<file path="src/rtl/par2serial_idle.sv">
// Purpose: MSB-first serializer; every WIDTH-cycle slot carries a data word or the IDLE comma.
// Latency: MSB of a word accepted at a load edge is on serial_out right after that edge.
// Backpressure: ready is high only in the load cycle; no buffering, so the producer holds data until it is accepted.
module par2serial_idle #(
  parameter int               WIDTH = 8,
  parameter logic [WIDTH-1:0] IDLE  = WIDTH'(8'hBC)
) (
  input  logic             clk,
  input  logic             reset,
  input  logic [WIDTH-1:0] data_in,
  input  logic             valid_in,
  output logic             ready,
  output logic             serial_out,
  output logic             frame_start,
  output logic             idle_out
);

  localparam int            CW   = $clog2(WIDTH);
  localparam logic [CW-1:0] LAST = CW'(WIDTH - 1);

  logic [CW-1:0]    bit_cnt;
  logic [WIDTH-1:0] shreg;
  logic             load;

  // A slot boundary is whenever the bit counter is back at zero; reset blocks acceptance.
  assign load       = (bit_cnt == '0) && !reset;
  assign ready      = load;
  assign serial_out = shreg[WIDTH-1];

  // Bit counter, shift register and frame flags; IDLE is substituted when nothing valid is offered at a load slot.
  always_ff @(posedge clk) begin
    if (reset) begin
      bit_cnt     <= '0;
      shreg       <= '0;
      frame_start <= 1'b0;
      idle_out    <= 1'b0;
    end else begin
      bit_cnt <= (bit_cnt == LAST) ? '0 : bit_cnt + CW'(1);
      if (load) begin
        shreg       <= valid_in ? data_in : IDLE;
        idle_out    <= ~valid_in;
        frame_start <= 1'b1;
      end else begin
        shreg       <= {shreg[WIDTH-2:0], 1'b0};
        frame_start <= 1'b0;
      end
    end
  end

endmodule

</file>
<file path="config.mk">
export PLATFORM = sky130hd
export DESIGN_NAME = par2serial_idle
export DESIGN_NICKNAME = d
export VERILOG_FILES = /design/src/rtl/par2serial_idle.sv
export SDC_FILE = /design/constraint.sdc
export NUM_CORES = 1
export LEC_CHECK = 0
export ABC_AREA = 1
export ABC_CLOCK_PERIOD_IN_PS = 3400
export CORE_MARGIN = 2
export CORE_UTILIZATION = 30
export DETAILED_ROUTE_END_ITERATION = 6
export PLACE_DENSITY_LB_ADDON = 0.25
export SLEW_MARGIN = 40
export SYNTH_ARGS = -nofsm -noshare
export SYNTH_HDL_FRONTEND = slang
export SYNTH_SLANG_ARGS = --single-unit
</file>
<file path="constraint.sdc">
create_clock -name clk -period 3.4 [get_ports clk]
set_input_delay 0.51 -clock clk [delete_from_list [all_inputs] [get_ports clk]]
set_output_delay 0.51 -clock clk [all_outputs]
set_load 0.01 [all_outputs]
</file>
==> impl_metrics.env, run 1 <==
export IMPL_drive_gt1_share_pct=7.29
export IMPL_r2r_cells=7
export IMPL_vias_per_cell=3.80
export IMPL_clock_latency_ps=270
export IMPL_outcome="complete, no violations"
export IMPL_synth_seq_cells=13
export IMPL_synth_fp_nets=92
export IMPL_clockBufferDepth=2
export IMPL_endpoint="ready"
export IMPL_fin_worst_skew_ps=0.438
export IMPL_fin_tns_setup_ps=0
export IMPL_antenna_cells=0
export IMPL_io_pins=15
export IMPL_cp_startpoint="reset"
export IMPL_drtIter0Drc=8
export IMPL_p_sw_mw=0.0929
export IMPL_grt_overflow_total=0
export IMPL_postSynthCellCount=78
export IMPL_vias=460
export IMPL_post_dp_cell_area_sq_um=734
export IMPL_final_common_cell="nand2_1"
export IMPL_portBuffers=14
export IMPL_coreArea_sq_mm=0.00175
export IMPL_dieArea_sq_mm=0.00224
export IMPL_r2r_end="shreg[3]$_SDFF_PP0_"
export IMPL_drc=0
export IMPL_post_route_period_util_pct=69.3
export IMPL_irDropWorstVdd_v=0.000177
export IMPL_gp_congestion=0.685
export IMPL_p_per_area_mw_per_mm2=456
export IMPL_grt_first_pass_wirelength_um=1660
export IMPL_max_stage_delay_ps=560
export IMPL_wire_per_inst_um=8.38
export IMPL_power_frac_seq_pct=51.1
export IMPL_nets=111
export IMPL_grt_busiest_layer="met1"
export IMPL_cp_cell_sequence="clkdlybuf4s50_1, nor2_4, clkdlybuf4s50_1"
export IMPL_drv_cap=0
export IMPL_synth_seq_area_share_pct=46.2
export IMPL_grtUsageMet1_pct=15.2
export IMPL_synth_cell_area_sq_um=563
export IMPL_rsz0062_at_grt="false"
export IMPL_cp_slowest_cell="clkdlybuf4s50_1"
export IMPL_path_clk_slew_ps=80
export IMPL_dr_pass1_iters=4
export IMPL_swShare_pct=26.8
export IMPL_ctsResizeCount=0
export IMPL_cts_tree="yes"
export IMPL_die_height_um=47.3
export IMPL_worst_pin_slew_ps=303
export IMPL_power_frac_clock_pct=27.2
export IMPL_yosysWarningCount=0
export IMPL_internal_power_mw=0.254
export IMPL_grt_total_usage_pct=11.2
export IMPL_min_period_ps=2360
export IMPL_r2r_start="bit_cnt[0]$_SDFF_PP0_"
export IMPL_cpMostUsedCell="clkdlybuf4s50_1"
export IMPL_crit_arrival_ps=1850
export IMPL_cts_max_level=1
export IMPL_cts_root_buf="clkbuf_4"
export IMPL_crit_path_start_kind="primary input"
export IMPL_gr_usage_met2_pct=13.8
export IMPL_numCtsBuffers=3
export IMPL_crit_path_max_fanout=6
export IMPL_finalSetupViolCount=0
export IMPL_initial_core_util_pct=32.3
export IMPL_relSlewSlack_pct=79.7
export IMPL_drv_slew=0
export IMPL_holdPathStages=1
export IMPL_die_w_um=47.3
export IMPL_hpwlAfterDp_um=766
export IMPL_worstPathRequired_ps=2890
export IMPL_cts_hold_buf=0
export IMPL_post_cts_buffers=0
export IMPL_final_cell_mix="24 x nand2_1, 14 x inv_1, 14 x nor2_1, 14 x clkdlybuf4s50_1, 13 x dfxtp_1"
export IMPL_cts_num_sinks=13
export IMPL_p_leak_nw=0.388
export IMPL_power_frac_comb_pct=21.7
export IMPL_syn_area_per_cell_sq_um=7.22
export IMPL_end_kind="primary output"
export IMPL_crit_type="in -> out"
export IMPL_yosysUniqueCellTypes=13
export IMPL_nFillCells=183
export IMPL_max_freq_mhz=424
export IMPL_antenna_left=0
export IMPL_wirelength_um=1010
export IMPL_grt_pass1_vias=412
export IMPL_reg2reg_slack_ps=2180
export IMPL_grt_max_degree=8
export IMPL_finalHoldViolCount=0
export IMPL_fin_area_sq_um=761
export IMPL_antenna_found_initial=0
export IMPL_use_met3_pct=4.62
export IMPL_area_growth_pct=35.1
export IMPL_hp_class="reg -> reg"
export IMPL_worstHoldStart="bit_cnt[0]$_SDFF_PP0_"
export IMPL_rows=15
==> sequential cells by signal (all words and copies together), names as in the netlist <==
name         flops
shreg            8
frame_start      1
idle_out         1
bit_cnt          3
==> per-stage QoR <==
stage	worst slack, ps	hold WS, ps	power (mW)	instances	util (%)
3_5_place_dp	1040	442	0.257	117	42.1
4_1_cts	1030	455	0.354	121	43.6
2_1_floorplan	2020	417	0.224	78	-
5_1_grt	963	489	0.371	121	43.6
6_report	1040	452	0.347	121	43.6
3_3_place_gp	1050	429	0.256	117	42.1
==> power by group through the flow <==
stage	logic [mW]	registers [mW]	clock network [mW]
2_1_floorplan	0.0423	0.182	0
3_3_place_gp	0.0750	0.181	0
3_5_place_dp	0.0760	0.181	0
4_1_cts	0.0765	0.177	0.100
5_1_grt	0.0864	0.179	0.105
6_report	0.0752	0.177	0.0943
==> how the worst min path moves through the flow <==
stage                                 end  slack (ps)
detailed placement  bit_cnt[0]$_SDFF_PP0_         440
global route        bit_cnt[0]$_SDFF_PP0_         490
finish              bit_cnt[0]$_SDFF_PP0_         450
CTS                 bit_cnt[0]$_SDFF_PP0_         460
floorplan           bit_cnt[0]$_SDFF_PP0_         420
global placement    bit_cnt[0]$_SDFF_PP0_         430
==> Yosys cell counts (all sizes together) <==
cell type  number  area [sq um]
a21oi           2          10.0
ha              3          37.5
nor3b           1          7.51
or2             1          6.26
o21ai           1          5.00
nand2          25          96.4
inv            14          52.6
nor2           16          75.1
o21bai          1          7.51
dfxtp          13           260
nand3           1          5.00
==> layer usage <==
metal / share of wire [%] / routed length, um
met1: 54 / 548
met2: 39 / 400
met3: 5.2 / 53
met4: 1.2 / 12
met5: 0 / 0
==> kinds of logic after synthesis <==
family	share of synthesized area (%)
buffers and inverters	9.33
and+or+nand+nor	33.8
adders and majority gates	6.67
DFF	46.2
AOI/OAI and AO/OA	4.00
==> cell type report <==
type / instances / area, sq um / area share (%)
tap: 25 / 31.3 / 4.11
sequential: 13 / 260 / 34.2
timing repair buffer: 14 / 140 / 18.4
multi-input combinational: 51 / 250 / 32.9
clock buffer: 4 / 26.3 / 3.45
inverter: 14 / 52.6 / 6.91
==> worst max-delay path: cells and delay by family <==
| family | cells | cell delay (ps) |
|---|---|---|
| simple gates | 1 | 220 |
| buf+inv | 2 | 1110 |
(Power assumes the default switching activity.)
==> run 2: changes to the inputs <==
--- a/config.mk
+++ b/config.mk
@@ -6,7 +6,7 @@
 export NUM_CORES = 1
 export LEC_CHECK = 0
 export ABC_AREA = 1
-export ABC_CLOCK_PERIOD_IN_PS = 3400
+export ABC_CLOCK_PERIOD_IN_PS = 2000
 export CORE_MARGIN = 2
 export CORE_UTILIZATION = 30
 export DETAILED_ROUTE_END_ITERATION = 6
==> constraint.sdc (replaced) <==
create_clock -name clk -period 2 [get_ports clk]
set_input_delay 0.3 -clock clk [delete_from_list [all_inputs] [get_ports clk]]
set_output_delay 0.3 -clock clk [all_outputs]
set_load 0.01 [all_outputs]
==> run 2 against run 1 <==
Compared with the run above:
- design area grew 1.3%
- via count grew 5.2%
- sequential share of layout area shrank 0.44 points
- final cell count grew 0.83%
- die area is the same
- sequential cell count is the same
- sequential power grew 71%
- routed wire length grew 0.89%
- hold slack lost 1.3 ps
- largest power group unchanged
- highest routed layer unchanged
==> impl_metrics.env, run 2 (synthesis gave the netlist of run 1 again) <==
export IMPL_grt_total_usage_pct=10.7
export IMPL_numCtsBuffers=3
export IMPL_cts_root_buf="clkbuf_4"
export IMPL_worst_path_buf_inv=2
export IMPL_die_w_um=47.3
export IMPL_fin_worst_skew_ps=0.521
export IMPL_nets=112
export IMPL_antenna_cells=0
export IMPL_cp_cell_sequence="inv_1, ha_2, nand2_1, nor2_4, dlygate4sd2_1"
export IMPL_cts_num_sinks=13
export IMPL_irDropWorstVdd_v=0.000380
export IMPL_instances_no_fill=122
export IMPL_p_leak_nw=0.398
export IMPL_crit_type="reg -> out"
export IMPL_end_kind="primary output"
export IMPL_min_period_ps=1770
export IMPL_finalHoldViolCount=0
export IMPL_crit_path_start_kind="register"
export IMPL_drv_cap=0
export IMPL_reg_top3="shreg (8), bit_cnt (3)"
export IMPL_grt_first_pass_wirelength_um=1550
export IMPL_fin_area_sq_um=771
export IMPL_dieArea_sq_mm=0.00224
export IMPL_dr_pass1_iters=4
export IMPL_worstPathRequired_ps=1700
export IMPL_post_route_period_util_pct=88.3
export IMPL_post_dp_cell_area_sq_um=742
export IMPL_die_height_um=47.3
export IMPL_wire_per_inst_um=8.39
export IMPL_max_freq_mhz=566
export IMPL_hp_class="reg -> reg"
export IMPL_timing_hold_ws_ps=451
export IMPL_drive_gt1_share_pct=10.3
export IMPL_area_growth_pct=36.9
export IMPL_grt_overflow_total=0
export IMPL_antenna_found_initial=0
export IMPL_final_cell_mix="24 x nand2_1, 14 x inv_1, 14 x nor2_1"
export IMPL_final_util_pct=44.2
export IMPL_cts_tree="yes"
export IMPL_vias_per_cell=3.97
export IMPL_path_clk_slew_ps=80
export IMPL_portBuffers=14
export IMPL_worst_pin_slew_ps=218
export IMPL_wirelength_um=1020
export IMPL_rows=15
export IMPL_final_common_cell="nand2_1"
export IMPL_max_stage_delay_ps=330
export IMPL_antenna_left=0
export IMPL_dp_cells=118
export IMPL_gp_congestion=0.706
export IMPL_crit_arrival_ps=1470
export IMPL_outcome="complete, no violations"
export IMPL_layout_setup_ws_ps=233
export IMPL_drv_slew=0
export IMPL_crit_path_max_fanout=6
export IMPL_grt_pass1_vias=380
export IMPL_coreArea_sq_mm=0.00175
export IMPL_cp_top_family="buffers and inverters"
export IMPL_relSlewSlack_pct=85.5
export IMPL_drc=0
export IMPL_rsz0062_at_grt="false"
export IMPL_clockBufferDepth=2
export IMPL_clock_latency_ps=270
export IMPL_largest_register_ffs=8
export IMPL_vias=484
export IMPL_initial_core_util_pct=32.3
export IMPL_largest_register="shreg"
export IMPL_power_mw=0.590
export IMPL_cp_slowest_cell="dfxtp_1"
export IMPL_fin_tns_setup_ps=0
export IMPL_hpwlAfterDp_um=752
export IMPL_drtIter0Drc=8
export IMPL_cts_max_level=1
export IMPL_pre_cts_slack_ps=174
export IMPL_io_pins=15
export IMPL_p_per_area_mw_per_mm2=765
export IMPL_finalSetupViolCount=0
export IMPL_grt_max_degree=9
run 2: area by class of cell:
cell class	instances	area, sq um
repair buffers	15	146
flip-flops and latches	13	260
fillers	181	975
clock buffers	3	22.5
multi-input cells	51	253
inverters	14	52.6
well taps	25	31.3
clock inverters	1	5.00
run 2: routing by layer:
layer | global-route usage [%] | wire length (um)
met1 | 13.6 | 491
met2 | 14.1 | 432
met3 | 6.92 | 85
met4 | 5.00 | 14
met5 | 0 | 0
run 2: timing repair:
action	4_1_cts	5_1_grt
resized for setup	2	0
setup buffers	0	0
setup endpoints to repair	1	0
hold buffers	0	0
run 2: path summary, 6_finish.rpt:
path / cells past startpoint / slack (ps) / from / to
hold reg to reg: 1 / 450 / bit_cnt[0]$_SDFF_PP0_ / bit_cnt[0]$_SDFF_PP0_
setup / recovery: 5 / 230 / bit_cnt[0]$_SDFF_PP0_ / ready
hold / removal: 1 / 450 / bit_cnt[0]$_SDFF_PP0_ / bit_cnt[0]$_SDFF_PP0_
setup reg to reg: 7 / 830 / bit_cnt[0]$_SDFF_PP0_ / shreg[3]$_SDFF_PP0_
run 2: power by group:
part | switching, mW | internal (mW)
Sequential | 0.0114 | 0.290
Clock | 0.0846 | 0.0742
Combinational | 0.0647 | 0.0645
Total | 0.161 | 0.429
